--- config.mk ---
export PLATFORM = sky130hd
export DESIGN_NAME = ras_ckpt_stack
export DESIGN_NICKNAME = d
export VERILOG_FILES = /design/src/rtl/ras_ckpt_stack_pkg.sv /design/src/rtl/ras_ckpt_stack_lane_select.sv /design/src/rtl/ras_ckpt_stack.sv
export SDC_FILE = /design/constraint.sdc
export NUM_CORES = 2
export LEC_CHECK = 0
export CAP_MARGIN = 20
export CORE_ASPECT_RATIO = 1.5
export CORE_MARGIN = 1
export CORE_UTILIZATION = 30
export CTS_BUF_LIST = sky130_fd_sc_hd__clkbuf_4
export DETAILED_ROUTE_END_ITERATION = 8
export PLACE_DENSITY = 0.48
export SLEW_MARGIN = 30
export SYNTH_ARGS = -nofsm -noshare
export SYNTH_HDL_FRONTEND = slang
export SYNTH_SLANG_ARGS = --single-unit
--- constraint.sdc ---
create_clock -name clk -period 28.1 [get_ports clk]
set_clock_uncertainty 0.2 [all_clocks]
set_input_delay 4.215 -clock clk [delete_from_list [all_inputs] [get_ports clk]]
set_output_delay 4.215 -clock clk [all_outputs]
set_load 0.03 [all_outputs]
--- src/rtl/ras_ckpt_stack_pkg.sv ---
// Shared fetch-unit types for the checkpointed return address stack:
// default geometry, pointer/occupancy types, checkpoint record and replay opcodes.
package ras_ckpt_stack_pkg;

  localparam int RAS_DEPTH = 16;

  typedef logic [$clog2(RAS_DEPTH)-1:0] RAS_IndexPath;
  typedef logic [$clog2(RAS_DEPTH):0]   RAS_CountPath;

  typedef struct packed {
    RAS_IndexPath topPtr;
    logic [31:0]  topData;
    RAS_CountPath count;
  } RAS_CheckpointData;

  typedef enum logic [1:0] {
    RAS_NONE = 2'd0,
    RAS_PUSH = 2'd1,
    RAS_POP  = 2'd2
  } RAS_ReplayOp;

  typedef enum logic {
    RAS_OVF_WRAP = 1'b0,
    RAS_OVF_DROP = 1'b1
  } RAS_OverflowMode;

endpackage

--- src/rtl/ras_ckpt_stack_lane_select.sv ---
// Priority encoder picking the lowest fetch lane carrying a call or return.
// A lane flagged as both call and return is reported as a call.
module ras_lane_select #(
  parameter int FETCH_WIDTH = 2,
  parameter int SEL_W       = 1
) (
  input  logic [FETCH_WIDTH-1:0] i_valid,
  input  logic [FETCH_WIDTH-1:0] i_hit,
  input  logic [FETCH_WIDTH-1:0] i_push,
  input  logic [FETCH_WIDTH-1:0] i_pop,
  output logic [SEL_W-1:0]       o_sel,
  output logic                   o_sel_valid,
  output logic                   o_sel_push,
  output logic                   o_sel_pop
);
  import ras_ckpt_stack_pkg::*;

  logic [FETCH_WIDTH-1:0] w_cand;
  assign w_cand = i_valid & i_hit & (i_push | i_pop);

  // Scan from the top so the lowest candidate lane is the last one written.
  always_comb begin
    o_sel       = '0;
    o_sel_valid = 1'b0;
    o_sel_push  = 1'b0;
    o_sel_pop   = 1'b0;
    for (int i = FETCH_WIDTH - 1; i >= 0; i--) begin
      if (w_cand[i]) begin
        o_sel       = SEL_W'(i);
        o_sel_valid = 1'b1;
        o_sel_push  = i_push[i];
        o_sel_pop   = ~i_push[i];
      end
    end
  end

endmodule

--- src/rtl/ras_ckpt_stack.sv ---
// Checkpointed return address stack: multi-lane fetch push/pop, per-lane
// checkpoints, single-edge recovery with replay, saturating underflow counter.
module ras_ckpt_stack #(
  parameter int FETCH_WIDTH   = 2,
  parameter int RAS_DEPTH     = 16,
  parameter int PC_W          = 32,
  parameter int INSN_BYTES    = 4,
  parameter int OVERFLOW_MODE = 0,
  parameter int EVT_W         = 16
) (
  input  logic                                        clk,
  input  logic                                        rst,
  input  logic                                        stall,
  input  logic [FETCH_WIDTH-1:0]                      fetchValid,
  input  logic [FETCH_WIDTH*PC_W-1:0]                 fetchPC,
  input  logic [FETCH_WIDTH-1:0]                      btbHit,
  input  logic [FETCH_WIDTH-1:0]                      isPush,
  input  logic [FETCH_WIDTH-1:0]                      isPop,
  output logic [FETCH_WIDTH*PC_W-1:0]                 rasOut,
  output logic [FETCH_WIDTH-1:0]                      rasOutValid,
  output logic [FETCH_WIDTH*$clog2(RAS_DEPTH)-1:0]    ckptTopPtr,
  output logic [FETCH_WIDTH*PC_W-1:0]                 ckptTopData,
  output logic [FETCH_WIDTH*($clog2(RAS_DEPTH)+1)-1:0] ckptCount,
  input  logic                                        recover,
  input  logic [$clog2(RAS_DEPTH)-1:0]                recoverTopPtr,
  input  logic [PC_W-1:0]                             recoverTopData,
  input  logic [$clog2(RAS_DEPTH):0]                  recoverCount,
  input  logic [1:0]                                  recoverOp,
  input  logic [PC_W-1:0]                             recoverPC,
  output logic [EVT_W-1:0]                            underflowEvents
);
  import ras_ckpt_stack_pkg::*;

  localparam int IW = $clog2(RAS_DEPTH);
  localparam int CW = IW + 1;
  localparam int SW = (FETCH_WIDTH > 1) ? $clog2(FETCH_WIDTH) : 1;
  localparam logic [CW-1:0] FULL = CW'(RAS_DEPTH);
  localparam bit DROP_ON_FULL = (OVERFLOW_MODE == int'(RAS_OVF_DROP));

  logic [PC_W-1:0]  r_mem [RAS_DEPTH];
  logic [IW-1:0]    r_top;
  logic [CW-1:0]    r_count;
  logic [EVT_W-1:0] r_uf;

  logic [SW-1:0]   w_sel;
  logic            w_sel_valid, w_sel_push, w_sel_pop;
  logic [PC_W-1:0] w_sel_pc;

  ras_lane_select #(.FETCH_WIDTH(FETCH_WIDTH), .SEL_W(SW)) u_sel (
    .i_valid    (fetchValid),
    .i_hit      (btbHit),
    .i_push     (isPush),
    .i_pop      (isPop),
    .o_sel      (w_sel),
    .o_sel_valid(w_sel_valid),
    .o_sel_push (w_sel_push),
    .o_sel_pop  (w_sel_pop)
  );

  always_comb begin
    w_sel_pc = '0;
    for (int i = 0; i < FETCH_WIDTH; i++) begin
      if (w_sel == SW'(i)) w_sel_pc = fetchPC[i*PC_W +: PC_W];
    end
  end

  logic [IW-1:0]   w_base_top, w_top_next, w_addr0, w_addr1;
  logic [CW-1:0]   w_base_cnt, w_cnt_next;
  logic [PC_W-1:0] w_data0, w_data1, w_op_pc;
  logic            w_we0, w_we1, w_op_push, w_op_pop, w_uf_inc;

  // Recovery and fetch both reduce to "base state + one op"; recovery also restores the top.
  always_comb begin
    w_base_top = r_top;
    w_base_cnt = r_count;
    w_op_push  = 1'b0;
    w_op_pop   = 1'b0;
    w_op_pc    = w_sel_pc;
    w_we0      = 1'b0;
    w_addr0    = recoverTopPtr;
    w_data0    = recoverTopData;
    if (recover) begin
      w_base_top = recoverTopPtr;
      w_base_cnt = (recoverCount > FULL) ? FULL : recoverCount;
      w_we0      = 1'b1;
      w_op_push  = (recoverOp == RAS_PUSH);
      w_op_pop   = (recoverOp == RAS_POP);
      w_op_pc    = recoverPC;
    end else if (!stall && w_sel_valid) begin
      w_op_push  = w_sel_push;
      w_op_pop   = w_sel_pop;
    end

    w_top_next = w_base_top;
    w_cnt_next = w_base_cnt;
    w_we1      = 1'b0;
    w_addr1    = w_base_top + IW'(1);
    w_data1    = w_op_pc + PC_W'(INSN_BYTES);
    w_uf_inc   = 1'b0;
    if (w_op_push && !(DROP_ON_FULL && w_base_cnt == FULL)) begin
      w_we1      = 1'b1;
      w_top_next = w_base_top + IW'(1);
      w_cnt_next = (w_base_cnt == FULL) ? FULL : w_base_cnt + CW'(1);
    end else if (w_op_pop) begin
      if (w_base_cnt != '0) begin
        w_top_next = w_base_top - IW'(1);
        w_cnt_next = w_base_cnt - CW'(1);
      end else begin
        w_uf_inc = 1'b1;
      end
    end
  end

  always_ff @(posedge clk or posedge rst) begin
    if (rst) begin
      for (int i = 0; i < RAS_DEPTH; i++) r_mem[i] <= '0;
      r_top   <= '0;
      r_count <= '0;
      r_uf    <= '0;
    end else begin
      if (w_we0) r_mem[w_addr0] <= w_data0;
      if (w_we1) r_mem[w_addr1] <= w_data1;
      r_top   <= w_top_next;
      r_count <= w_cnt_next;
      if (w_uf_inc && r_uf != '1) r_uf <= r_uf + EVT_W'(1);
    end
  end

  generate
    for (genvar gi = 0; gi < FETCH_WIDTH; gi++) begin : g_lane
      assign rasOut[gi*PC_W +: PC_W]      = r_mem[r_top];
      assign rasOutValid[gi]              = (r_count != '0);
      assign ckptTopPtr[gi*IW +: IW]      = r_top;
      assign ckptTopData[gi*PC_W +: PC_W] = r_mem[r_top];
      assign ckptCount[gi*CW +: CW]       = r_count;
    end
  endgenerate

  assign underflowEvents = r_uf;

endmodule

==> qor.csv <==
metric,value,unit
IO Count,315,
worst hold path depth,1,
Power Dens Cells,114,nW/um2
port bufs,314,
max incr delay on CP,0.82,ns
Placed Instance Area,35300,um2
max-slew violations,0,
Final WS setup,18.43,ns
wire length of the first global-routing pass,173000,um
WHS Endpoint,underflowEvents[15],
Num CTS Buffers,145,
Post-synth ARST share,1.00,
clk_lat worst skew,1.03,ns
TritonCTS clock tree,done,
initial core utilization,0.302,
yosys warns,0,
routed wire length,118000,um
Reg2Reg Launch Point,r_top[1],
Final Cell Area,37100,um2
setup TNS after final layout,0,ns
WP data arrival,5.26,ns
H-tree depth,4,
Worst Max-Slew Pin Slew,1.05,ns
nets@finish,3314,
CTS clock-pin slew for the worst setup and hold paths,0.08,ns
core area,104000,um2
final hold viol count,0,
"commonest non-fill, non-tap cells in the layout","dfrtp_1, clkdlybuf4s50_1, nand2_1",
crit end category,output port,
placed wire-length estimate,68400,um
antenna-violating nets left,0,
Max-Cap Viols,0,
Min-Delay Path Class,flop to flop,
layout cells sized above 1,0.227,
Worst Min Path Start,underflowEvents[15],
routed via count,24200,
"commonest non-fill, non-tap cell in the layout",dfrtp_1,
Detailed Routing Iterations Pass 1,5,
Tot GR Track Use,0.224,
"EDFF count, synth",0,
Placement Setup Slack,19.28,ns
fin crit share,0.344,
CTS Root Buffer Type,clkbuf_4,
RePlAce Congestion,0.778,
r2r worst-path depth,8,
post-layout util,0.356,
Vias per Instance,5.21,
cell row count,145,
ys flop type,dfrtp_1,
worst path required time,23.68,ns
Synth cell types,70,
Leakage,15.2,nW
GRT overflow,0,
worst hold slack,0.295,ns
"reg-to-reg slack, setup",23.40,ns
antenna violations before repair,9,
Syn Inst Count,3013,
Slew Limit Headroom,0.302,
CTS sink count,537,
Worst path slowest cell,buf_4,
Max Fclk,103,MHz
CP Max Fanout,39,
Setup Buffers After CTS,0,
worst setup path class,flop to output port,
die height,399,um
vias in the first global route,24300,
RSZ-0062 raised after global routing,no,
CTS max path bufs,3,
cts hold-fix bufs,0,
area delta synth->final,17.8,%
status,completed,
Die ar.,106000,um2
Final Non-Filler Cells,4641,
drt wl/cell,25.5,um
Tmin final,9.67,ns
largest net degree at the start of global routing,143,
Syn Area/Cell,10.5,um2
Die Wd,267,um
Worst R2R End,r_mem[68],
register area share after synthesis,0.427,
register bit total from synthesis,537,
Post-Syn Area,31500,um2
"Setup violations, final",0,
Synth Net Count,3172,
critical-path cell list,buf_4 > buf_4 > mux4_2 > mux4_2 > clkdlybuf4s50_1,
Power Total,4.24,mW
initial drt markers,1859,
# DRC,0,
CP Launch Type,flop,
dpl cells,4402,
post-CTS sizing,0,
Peak supply drop,107,uV
[sequential cells by signal, indices dropped and copies added (netlist names)]
signal / flops
r_mem: 512
underflowEvents: 16
r_count: 5
r_top: 4
[cell type report]
cell class	instances	area, um2
fill	10500	67000
clock buffer	212	1590
clock inverter	20	116
inverter	15	63.8
sequential	537	13500
timing repair buffer	388	3870
multi-input combinational	2068	16300
tap	1396	1750
antenna	5	12.5
[cell families after synthesis]
logic type,after synthesis,share of synthesized area
AND/OR/NAND/NOR,718,0.105
XOR/XNOR,51,0.0161
flip-flops,537,0.427
adder cells (fa/ha/maj),8,0.00318
buffers and inverters,408,0.0667
AO/OA/AOI/OAI,720,0.130
multiplexers,571,0.253
[per-layer routing]
| metal | track usage | part of all wire |
|---|---|---|
| met5 | 0 | 0.00010 |
| met4 | 0.0788 | 0.032 |
| met3 | 0.0356 | 0.047 |
| met2 | 0.401 | 0.52 |
| met1 | 0.270 | 0.40 |
[Yosys cell counts (16+ instances only)]
master | n | area (um2)
xnor2_1 | 21 | 184
nor2b_1 | 126 | 788
a21oi_1 | 268 | 1340
nand2_1 | 303 | 1140
dfrtp_1 | 537 | 13400
o21ai_1 | 19 | 95.1
nand4_1 | 19 | 119
nand3_1 | 39 | 195
mux4_2 | 160 | 3600
buf_2 | 38 | 190
clkbuf_1 | 205 | 769
a31oi_1 | 16 | 100
mux2_2 | 205 | 2310
o21ai_0 | 263 | 1320
a211oi_1 | 120 | 901
mux2i_1 | 206 | 2060
nor2_1 | 181 | 679
buf_4 | 117 | 878
xor2_1 | 22 | 193
buf_1 | 22 | 82.6
[worst max path at each step]
stage / endpoint / slack (ns) / depth (start not counted) / start
detailed placement: r_mem[255] / 19.28 / 9 / isPush[1]
global placement: r_mem[445] / 19.19 / 9 / isPop[0]
floorplan: r_count[0] / 8.68 / 1 / rst
finish: rasOut[15] / 18.43 / 5 / r_top[0]
global route: rasOut[15] / 18.05 / 5 / r_top[0]
CTS: rasOut[15] / 18.17 / 5 / r_top[0]
[where the power goes]
group          leakage, nW  total (mW)  switching (mW)  internal [mW]
Sequential            6.52        1.36           0.217           1.15
Clock                 1.04       0.696           0.346          0.350
Combinational         7.59        2.18            1.12           1.06
[worst max-delay path, delay by kind of cell, from the launching register on]
| kind | cells | cell delay [ns] |
|---|---|---|
| buffers and inverters | 3 | 2.13 |
| multiplexers | 2 | 1.20 |
| flip-flops | 1 | 0.81 |
Power figures use the tool's default switching activity.
